## src/rtl/morra_driver_if.sv

```systemverilog
// rtl/morra_driver_if.sv - judge-side bus of the MorraCinese driver
//
// Purpose : bundles the driver <-> judge signals.
// Signals : PRIMO[1:0]   player 1 move (00 none, 01 sasso, 10 carta, 11 forbice)
//           SECONDO[1:0] player 2 move, same encoding
//           INIZIA       configuration strobe; PRIMO/SECONDO carry the match count
//           MANCHE[1:0]  judge verdict (00 invalid, 01 primo, 10 secondo, 11 draw)
// Modports: master = driver, slave = judge.
interface morra_driver_if;
    logic [1:0] PRIMO;
    logic [1:0] SECONDO;
    logic       INIZIA;
    logic [1:0] MANCHE;

    modport master (output PRIMO, output SECONDO, output INIZIA, input MANCHE);
    modport slave  (input PRIMO, input SECONDO, input INIZIA, output MANCHE);
endinterface

```

## src/rtl/morra_driver.sv

```systemverilog
// rtl/morra_driver.sv - self-play stimulus driver for the MorraCinese judge
//
// Purpose : configures the judge, plays both players with LFSR-driven legal
//           moves, samples the verdict every round and decides the partita.
// Ports   : clk, rst (sync, active high)
//           start        one-cycle pulse, accepted only in IDLE
//           num_partite  match count sent during CONFIG
//           judge        morra_driver_if.master (PRIMO/SECONDO/INIZIA out, MANCHE in)
//           busy         high from CONFIG through DONE
//           done         one-cycle pulse in DONE
//           winner       01 primo, 10 secondo, 11 draw; held until next start
//           manche_count valid rounds, invalid_count rounds judged 00
//           mismatch     (only with MORRA_DRIVER_CHECK_EN) sticky verdict disagreement
// Option  : define MORRA_DRIVER_CHECK_EN to add the verdict self-check.
module morra_driver #(
    parameter logic [7:0] SEED_1     = 8'hA5,
    parameter logic [7:0] SEED_2     = 8'h3C,
    parameter int         MIN_MANCHE = 4,
    parameter int         MAX_MANCHE = 20
) (
    input  logic                  clk,
    input  logic                  rst,
    input  logic                  start,
    input  logic [3:0]            num_partite,
    morra_driver_if.master        judge,
    output logic                  busy,
    output logic                  done,
    output logic [1:0]            winner,
    output logic [4:0]            manche_count,
    output logic [4:0]            invalid_count
`ifdef MORRA_DRIVER_CHECK_EN
    ,
    output logic                  mismatch
`endif
);

    localparam logic [4:0] MIN_M     = 5'(MIN_MANCHE);
    localparam logic [4:0] MAX_M     = 5'(MAX_MANCHE);
    localparam logic [4:0] INV_LIMIT = 5'd31;

    typedef enum logic [2:0] {IDLE, CONFIG, MOVE, RESULT, DONE} state_t;

    state_t state, state_nxt;

    logic [7:0] lfsr_1, lfsr_2;
    logic [1:0] m1, m2;
    logic [1:0] m1_q, m2_q;
    logic [4:0] wins_1, wins_2;
    logic [1:0] prev_winner, prev_move;

    logic [4:0]        manche_nxt, invalid_nxt, wins_1_nxt, wins_2_nxt;
    logic signed [5:0] score_diff;
    logic              decided;
    logic [1:0]        win_nxt;

    // Galois LFSR, x^8+x^6+x^5+x^4+1, shifting right.
    function automatic logic [7:0] lfsr_step(input logic [7:0] s);
        return s[0] ? ({1'b0, s[7:1]} ^ 8'hB8) : {1'b0, s[7:1]};
    endfunction

    // 01 -> 10 -> 11 -> 01
    function automatic logic [1:0] rotate(input logic [1:0] m);
        return (m == 2'b11) ? 2'b01 : m + 2'b01;
    endfunction

    function automatic logic [1:0] pick_move(input logic [7:0] s, input logic constrained,
                                             input logic [1:0] banned);
        logic [1:0] c;
        c = (s[1:0] == 2'b00) ? 2'b01 : s[1:0];
        return (constrained && c == banned) ? rotate(c) : c;
    endfunction

    assign m1 = pick_move(lfsr_1, prev_winner == 2'b01, prev_move);
    assign m2 = pick_move(lfsr_2, prev_winner == 2'b10, prev_move);

    // Counts as they will be after the current verdict; the exit decision
    // is taken on these so DONE is entered straight from RESULT.
    always_comb begin
        manche_nxt  = manche_count;
        invalid_nxt = invalid_count;
        wins_1_nxt  = wins_1;
        wins_2_nxt  = wins_2;
        case (judge.MANCHE)
            2'b00:   invalid_nxt = invalid_count + 5'd1;
            2'b01: begin
                manche_nxt = manche_count + 5'd1;
                wins_1_nxt = wins_1 + 5'd1;
            end
            2'b10: begin
                manche_nxt = manche_count + 5'd1;
                wins_2_nxt = wins_2 + 5'd1;
            end
            default: manche_nxt = manche_count + 5'd1;
        endcase
    end

    assign score_diff = $signed({1'b0, wins_1_nxt}) - $signed({1'b0, wins_2_nxt});

    always_comb begin
        decided = 1'b0;
        win_nxt = 2'b00;
        if (manche_nxt >= MIN_M && score_diff >= 6'sd2) begin
            decided = 1'b1;
            win_nxt = 2'b01;
        end else if (manche_nxt >= MIN_M && score_diff <= -6'sd2) begin
            decided = 1'b1;
            win_nxt = 2'b10;
        end else if (manche_nxt == MAX_M || invalid_nxt == INV_LIMIT) begin
            decided = 1'b1;
            win_nxt = 2'b11;
        end
    end

    // State register
    always_ff @(posedge clk) begin
        if (rst) state <= IDLE;
        else     state <= state_nxt;
    end

    // Next-state logic
    always_comb begin
        state_nxt = state;
        case (state)
            IDLE:    if (start) state_nxt = CONFIG;
            CONFIG:  state_nxt = MOVE;
            MOVE:    state_nxt = RESULT;
            RESULT:  state_nxt = decided ? DONE : MOVE;
            DONE:    state_nxt = IDLE;
            default: state_nxt = IDLE;
        endcase
    end

    // Output logic
    always_comb begin
        judge.PRIMO   = 2'b00;
        judge.SECONDO = 2'b00;
        judge.INIZIA  = 1'b0;
        busy          = 1'b1;
        done          = 1'b0;
        case (state)
            IDLE:   busy = 1'b0;
            CONFIG: begin
                judge.INIZIA  = 1'b1;
                judge.PRIMO   = num_partite[3:2];
                judge.SECONDO = num_partite[1:0];
            end
            MOVE: begin
                judge.PRIMO   = m1;
                judge.SECONDO = m2;
            end
            DONE:    done = 1'b1;
            default: ;
        endcase
    end

    // Datapath: LFSRs, scoreboard, legality memory
    always_ff @(posedge clk) begin
        if (rst) begin
            lfsr_1        <= SEED_1;
            lfsr_2        <= SEED_2;
            m1_q          <= 2'b00;
            m2_q          <= 2'b00;
            wins_1        <= 5'd0;
            wins_2        <= 5'd0;
            prev_winner   <= 2'b00;
            prev_move     <= 2'b00;
            winner        <= 2'b00;
            manche_count  <= 5'd0;
            invalid_count <= 5'd0;
        end else begin
            case (state)
                IDLE: if (start) begin
                    // A new partita starts with no legality constraint.
                    wins_1        <= 5'd0;
                    wins_2        <= 5'd0;
                    prev_winner   <= 2'b00;
                    prev_move     <= 2'b00;
                    winner        <= 2'b00;
                    manche_count  <= 5'd0;
                    invalid_count <= 5'd0;
                end
                MOVE: begin
                    m1_q   <= m1;
                    m2_q   <= m2;
                    lfsr_1 <= lfsr_step(lfsr_1);
                    lfsr_2 <= lfsr_step(lfsr_2);
                end
                RESULT: begin
                    manche_count  <= manche_nxt;
                    invalid_count <= invalid_nxt;
                    wins_1        <= wins_1_nxt;
                    wins_2        <= wins_2_nxt;
                    case (judge.MANCHE)
                        2'b01: begin
                            prev_winner <= 2'b01;
                            prev_move   <= m1_q;
                        end
                        2'b10: begin
                            prev_winner <= 2'b10;
                            prev_move   <= m2_q;
                        end
                        2'b11:   prev_winner <= 2'b00;
                        default: ;
                    endcase
                    if (decided) winner <= win_nxt;
                end
                default: ;
            endcase
        end
    end

`ifdef MORRA_DRIVER_CHECK_EN
    function automatic logic [1:0] expected_verdict(input logic [1:0] a, input logic [1:0] b,
                                                    input logic [1:0] pw, input logic [1:0] pm);
        if ((pw == 2'b01 && a == pm) || (pw == 2'b10 && b == pm)) return 2'b00;
        if (a == b) return 2'b11;
        if ((a == 2'b01 && b == 2'b11) || (a == 2'b10 && b == 2'b01) ||
            (a == 2'b11 && b == 2'b10)) return 2'b01;
        return 2'b10;
    endfunction

    // Legality state is unchanged between MOVE and RESULT, so it still
    // describes the moves held in m1_q/m2_q.
    always_ff @(posedge clk) begin
        if (rst) begin
            mismatch <= 1'b0;
        end else if (state == IDLE && start) begin
            mismatch <= 1'b0;
        end else if (state == RESULT &&
                     judge.MANCHE != expected_verdict(m1_q, m2_q, prev_winner, prev_move)) begin
            mismatch <= 1'b1;
        end
    end
`endif

endmodule
```

## src/flat_wrapper.sv

```systemverilog
// flat-port wrapper written by rule: the top's interface ports become plain ports
module morra_driver_flat 
#(
    parameter logic [7:0] SEED_1     = 8'hA5,
    parameter logic [7:0] SEED_2     = 8'h3C,
    parameter int         MIN_MANCHE = 4,
    parameter int         MAX_MANCHE = 20
)
  (clk, rst, start, num_partite, busy, done, winner, manche_count, invalid_count, judge_PRIMO, judge_SECONDO, judge_INIZIA, judge_MANCHE);
  morra_driver_if judge_i ();
  input  logic clk;
  input  logic rst;
  input  logic start;
  input  logic [3:0] num_partite;
  output logic busy;
  output logic done;
  output logic [1:0] winner;
  output logic [4:0] manche_count;
  output logic [4:0] invalid_count;
  output wire logic [$bits(judge_i.PRIMO)-1:0] judge_PRIMO;
  output wire logic [$bits(judge_i.SECONDO)-1:0] judge_SECONDO;
  output wire logic [$bits(judge_i.INIZIA)-1:0] judge_INIZIA;
  input wire logic [$bits(judge_i.MANCHE)-1:0] judge_MANCHE;
  assign judge_PRIMO = judge_i.PRIMO;
  assign judge_SECONDO = judge_i.SECONDO;
  assign judge_INIZIA = judge_i.INIZIA;
  assign judge_i.MANCHE = judge_MANCHE;
  morra_driver #(.SEED_1(SEED_1), .SEED_2(SEED_2), .MIN_MANCHE(MIN_MANCHE), .MAX_MANCHE(MAX_MANCHE)) u_core (.clk(clk), .rst(rst), .start(start), .num_partite(num_partite), .judge(judge_i), .busy(busy), .done(done), .winner(winner), .manche_count(manche_count), .invalid_count(invalid_count));
endmodule
```

## config.mk

```make
export PLATFORM = sky130hd
export DESIGN_NAME = morra_driver_flat
export DESIGN_NICKNAME = d
export VERILOG_FILES = /design/src/rtl/morra_driver_if.sv /design/src/rtl/morra_driver.sv /design/src/flat_wrapper.sv
export SDC_FILE = /design/constraint.sdc
export NUM_CORES = 1
export LEC_CHECK = 0
export CAP_MARGIN = 20
export CELL_PAD_IN_SITES_DETAIL_PLACEMENT = 2
export CELL_PAD_IN_SITES_GLOBAL_PLACEMENT = 2
export CORE_AREA = 8 8 80 134
export CTS_BUF_LIST = sky130_fd_sc_hd__clkbuf_4
export CTS_CLUSTER_DIAMETER = 50
export DETAILED_ROUTE_END_ITERATION = 8
export DIE_AREA = 0 0 88 142
export GPL_TIMING_DRIVEN = 0
export MAX_ROUTING_LAYER = met4
export PLACE_DENSITY_LB_ADDON = 0.08
export SLEW_MARGIN = 20
export SYNTH_ARGS = -nofsm -noshare
export SYNTH_HDL_FRONTEND = slang
export SYNTH_SLANG_ARGS = --single-unit
```

## constraint.sdc

```tcl
create_clock -name clk -period 3 [get_ports clk]
set_input_delay 0.6 -clock clk [delete_from_list [all_inputs] [get_ports clk]]
set_output_delay 0.6 -clock clk [all_outputs]
set_load 0.1 [all_outputs]
```

Word-level counts from Yosys, hierarchy flattened
Index checks and enable logic that the tools add are counted.

Register bits after elaboration: 49. Bits in latches: 0. RAM bits: 0. ROM bits: 0. Bits of input ports: 9. Output and inout port bits: 19. Logic and storage cells: 95. Memories: 0.

Add/subtract/negate cells: 7. Multipliers: 0. Divide/modulo/power cells: 0. Magnitude comparators: 3. Eq/ne operators: 19. Shift operators: 0. Mux-type cells: 38. Bitwise logic cells: 2. Reductions and logical operators: 14.

Operators with widths (count): 5-bit case mux with 2 select lines (4); 5-bit 2-to-1 mux (5); 2-bit case mux with 2 select lines (6); 2-bit 2-to-1 mux (11); 5-bit by 1-bit adder with 5-bit output (second input constant) (4); 8-bit 2-to-1 mux (2); 3-bit case mux with 4 select lines (1); 2-bit equality test (second input constant) (5); 5-bit equality test (second input constant) (2); 3-bit AND reduction (3); 3-bit inverter with 4-bit output (2); 3-bit by 2-bit equality test with 1-bit output (second input constant) (2); 6-bit by 3-bit >= comparator with 1-bit output (second input constant) (1); 6-bit by 2-bit <= comparator with 1-bit output (second input constant) (1); 2-bit logical NOT (3); 1-bit 2-to-1 mux (6); 3-bit 2-to-1 mux (2); 2-bit case mux with 3 select lines (1); 5-bit by 5-bit subtractor with 6-bit output (1); 5-bit by 3-bit >= comparator with 1-bit output (second input constant) (1); 2-bit by 1-bit adder with 2-bit output (second input constant) (2); 2-bit by 1-bit equality test with 1-bit output (second input constant) (2); 2-bit equality test (2); 1-bit logical AND (4); 10 further kinds (10).

Longest topological paths before layout
Word-level depth: 9. Gate-level depth with buffers: 13. Gate-level depth less buffers: 12.

Least setup slack after synthesis
Ideal clock, no wire load.

Kind: flip-flop to output port. Start: register u_core.state[1]. End: output judge_PRIMO[1]. Arrival time: 3.770 ns. Required time: 2.400 ns. Setup slack: -1.370 ns. Stages on the path, launching flop included: 4. Cell sequence: dfxtp_1 clkbuf_1 nor3b_1 a21o_1.

Cells in the longest elaborated chain, start to end: 2.

RTL lines: start, declared (RTL line morra_driver.sv:43) `state_t state, state_nxt;`; start signal, assigned (RTL line morra_driver.sv:117) `else state <= state_nxt;`; 3-bit by 2-bit equality test with 1-bit output / 3-bit by 1-bit equality test with 1-bit output (equally long branches) (RTL line morra_driver.sv:140) `case (state)`; 2-bit case mux with 2 select lines (*) (RTL line morra_driver.sv:140); end, declared (RTL line flat_wrapper.sv:20) `output wire logic [$bits(judge_i.PRIMO)-1:0] judge_PRIMO;`.

Mark *: on every way between the ends. The rest lies on a longest branch, timed or not.

Worst setup path after layout
Start: input judge_MANCHE[1]. End: register u_core.state[1].

Cells in the longest elaborated chain, start to end: 9.

RTL lines: start, declared (RTL line flat_wrapper.sv:23) `input wire logic [$bits(judge_i.MANCHE)-1:0] judge_MANCHE;`; 2-bit by 1-bit equality test with 1-bit output (tied with other cells) (RTL line morra_driver.sv:83) `case (judge.MANCHE)`; 5-bit 2-to-1 mux, on equally long branches; 5-bit by 5-bit subtractor with 6-bit output / 5-bit equality test (equally long branches) (RTL line morra_driver.sv:97, morra_driver.sv:108); 6-bit by 2-bit <= comparator with 1-bit output / 1-bit logical OR (equally long branches) (RTL line morra_driver.sv:105, morra_driver.sv:108); 1-bit logical AND / 1-bit 2-to-1 mux (equally long branches) (RTL line morra_driver.sv:105, morra_driver.sv:108); 1-bit 2-to-1 mux (RTL line morra_driver.sv:105) `end else if (manche_nxt >= MIN_M && score_diff <= -6'sd2) begin`; 1-bit 2-to-1 mux (*) (RTL line morra_driver.sv:102) `if (manche_nxt >= MIN_M && score_diff >= 6'sd2) begin`; 3-bit 2-to-1 mux (*) (RTL line morra_driver.sv:127) `RESULT: state_nxt = decided ? DONE : MOVE;`; 3-bit case mux with 4 select lines (*) (RTL line morra_driver.sv:123) `case (state)`.

Marked as above. A chain may end at the register's enable or synchronous reset.

==> key figures <==
Status
  – Status: finished clean

Routing
  – DR iter-0 viols: 50
  – Post-Route M1 WL: 3260 um
  – Via/cell ratio: 5.13
  – DRT Pass-1 Iters: 4
  – Max Used Layer: met4
  – Detailed-route wire length: 8480 um
  – Post-route ant nets: 0
  – WL met2: 4910 um
  – Total number of vias: 2512
  – Routed len/inst: 17.3 um
  – Routed met3 length: 157 um
  – # DRC: 0

Timing
  – Clock Skews: 15.6 ps
  – Fin. Hold Viols: 0
  – Final Slew Violations: 0
  – Least-Margin Pin Slew: 975 ps
  – Setup violations, final: 0
  – Max Fclk: 342 MHz
  – Period utilization: 97.6%
  – Fin crit period: 2930 ps
  – Fin Hold WS: 471 ps
  – Relative slew margins: 34.8%

Floorplan
  – Io pins: 28
  – Starting Density: 31.0%
  – Full die area: 12500 um^2
  – Die width: 88 um
  – FP Rows: 46
  – Die height: 142 um
  – Core area: 8920 um^2

Critical path
  – R2r startpoint: u_core.wins_1[0]
  – Crit-path max FO: 10
  – Worst Reg-to-Reg Cells: 10
  – Reg2Reg Capture Point: u_core.state[1]
  – CP endpoint kind: register
  – Worst reg-to-reg setup slack: 160 ps
  – Worst path required time: 3310 ps
  – Kind of critical path: in2reg
  – WP data arrival: 3240 ps
  – CP startpoint kind: primary input

Worst hold path
  – Worst Hold Path EP: u_core.lfsr_2[6]
  – WHS Path Cells: 2
  – HP Class: reg2reg
  – Min-delay src: u_core.lfsr_2[7]

Global route
  – Initial antenna violation count: 1
  – First-pass GRT wire length: 13800 um
  – Grt ovf: 0
  – Pin count of the biggest net entering global routing: 17
  – Vias in the first global route: 2711
  – GRT Overall Usage: 14.7%

Placement
  – Cells after DPL: 480
  – Port bufs: 26
  – RePlAce Congestion: 0.739
  – Hpwl dp: 6640 um

Final layout
  – Filler cell count: 1044
  – Share of cells above drive strength 1: 12.5%
  – Layout area overhead: 21.3%
  – Finished Layout Cells: 490
  – Final net count: 388

Power and ir drop
  – VDD IR max: 0.000172 V
  – Cell Pwr Density: 502 nW/um^2
  – Leakage power: 0.00124 uW
  – Final total power: 1680 uW

Yosys
  – Yosys cell types: 56
  – Fraction of registers with async set/reset: 0%
  – Most used DFF post-synth: dfxtp_1
  – Flop and latch count out of synthesis: 49
  – Syn Nets: 354
  – Ys Warns: 0
  – Avg Cell Area, Syn: 8.27 um^2
  – Syn Std Cell Area: 2760 um^2
  – Post-synth EDFFs: 0
  – Post-synthesis sequential area ratio: 35.5%
  – Cells after synthesis: 334

Clock tree
  – Clock root buffer: clkbuf_4
  – CTS tree: yes
  – CTS Hold Bufs: 0
  – Clock buffer count from CTS: 5
  – Clk_lat worst skew: 390 ps
  – H-tree depth: 2
  – Clock-pin slew on the worst setup and hold paths: 170 ps
  – Max clock buf depth: 2
  – Clock Sinks: 49

Job
  – Max Cap Viol: 0
how the worst max path moves through the flow:
stage / from / end / slack (ps) / cells after the start
after floorplan: judge_MANCHE[0] / u_core.state[1] / 20 / 13
after global placement: judge_MANCHE[1] / u_core.state[1] / -860 / 12
after detailed placement: judge_MANCHE[1] / u_core.state[1] / -950 / 13
after CTS: judge_MANCHE[0] / u_core.state[1] / 10 / 13
after global routing: judge_MANCHE[1] / u_core.winner[0] / -0.4 / 14
final: judge_MANCHE[1] / u_core.state[1] / 70 / 13
flip-flops by register name (all words and copies together), names as in the netlist:
signal / count
u_core.lfsr_1: 8
u_core.prev_winner: 2
u_core.lfsr_2: 8
u_core.prev_move: 2
u_core.wins_2: 5
u_core.winner: 2
u_core.manche_count: 5
u_core.state: 3
u_core.m2_q: 2
u_core.m1_q: 2
u_core.invalid_count: 5
u_core.wins_1: 5
where the power goes:
| group | total, uW | internal, uW | switching (uW) |
|---|---|---|---|
| Clock | 422 | 177 | 245 |
| Sequential | 746 | 702 | 44.7 |
| Combinational | 513 | 163 | 350 |
cell usage after synthesis, types with 4 or more instances:
| master | count | area (um^2) |
|---|---|---|
| xor2_1 | 5 | 43.8 |
| nand2b_1 | 4 | 25.0 |
| nand3b_1 | 10 | 75.1 |
| ha_1 | 10 | 125 |
| nand4_1 | 8 | 50.1 |
| o21a_1 | 6 | 45.0 |
| a211o_1 | 4 | 35.0 |
| xnor2_1 | 13 | 114 |
| clkbuf_1 | 17 | 63.8 |
| nor2_1 | 27 | 101 |
| inv_1 | 8 | 30.0 |
| nor3_1 | 5 | 25.0 |
| nand2_1 | 49 | 184 |
| o21ai_0 | 26 | 130 |
| a21oi_1 | 24 | 120 |
| dfxtp_1 | 49 | 981 |
per-layer routing:
| layer | up-vias | track usage (%) |
|---|---|---|
| met5 | - | - |
| met4 | 0 | 5.20 |
| met3 | 8 | 2.31 |
| met2 | 21 | 28.4 |
| met1 | 1230 | 13.9 |
| li1 | 1253 | - |
worst max-delay path, stage by stage:
cell and delay [ps]:
buf_2 130, inv_1 80, ha_2 200, buf_6 160, mux2i_4 320, inv_1 80, ha_1 290, a21oi_1 240
a221oi_1 130, o31a_2 330, a41o_1 230, o21a_1 220, a31o_1 220
what timing repair did:
item	4_1_cts	5_1_grt
endpoints found under the setup margin	11	8
pin swaps	7	6
endpoints found under the hold margin	0	0
gates resized for setup	37	9
buffers inserted	3	0
cell usage in the layout, fill, tap and decap left out, drive strengths merged, types with 3 or more instances in the layout:
master / n
or3: 3
xor2: 6
inv: 8
a21o: 3
clkbuf: 22
or2: 3
nand2: 49
xnor2: 14
clkdlybuf4s50: 19
ha: 10
a211oi: 5
a21oi: 24
nor2: 27
nand2b: 4
dfxtp: 49
o21a: 6
a211o: 4
o21ai: 26
nor3: 5
nand3b: 10
nand4: 8
o221ai: 3
buf: 10
and2: 3
a21boi: 3
a22o: 3
o211ai: 3
nor3b: 3
per-stage QoR:
stage | area, um^2 | setup slack, ps | TNS, ps | utilization [%]
6_report | 3350 | 72.4 | 0 | 37.5
5_1_grt | 3350 | -0.430 | -0.430 | 37.5
4_1_cts | 3320 | 14.2 | 0 | 37.3
3_5_place_dp | 3210 | -948 | -4970 | 36.0
3_3_place_gp | 3210 | -857 | -4470 | 36.0
2_1_floorplan | 2800 | 24.3 | 0 | -
area by class of cell:
cell class | instances | area (um^2) | share of cell area (%)
diodes | 1 | 2.50 | 0.0747
inverters | 8 | 30.0 | 0.897
clock buffers | 5 | 37.5 | 1.12
clock inverters | 3 | 46.3 | 1.38
multi-input cells | 257 | 1750 | 52.3
plain buffers | 18 | 87.6 | 2.62
flip-flops and latches | 49 | 981 | 29.3
well taps | 120 | 150 | 4.48
repair buffers | 29 | 262 | 7.81
cell families (layout without fill, tap and decap cells):
kind of cell	count (synthesis)	count (layout)	share of synthesized area, %
adders and majority gates	11	11	5.26
muxes	4	4	1.54
AOI/OAI and AO/OA	96	96	23.5
xor gates and xnor gates	21	21	7.75
other	0	1	0
DFF	49	49	35.5
buffers and inverters	28	63	4.35
and+or+nand+nor	125	125	22.1
Power figures use the tool's default switching activity.
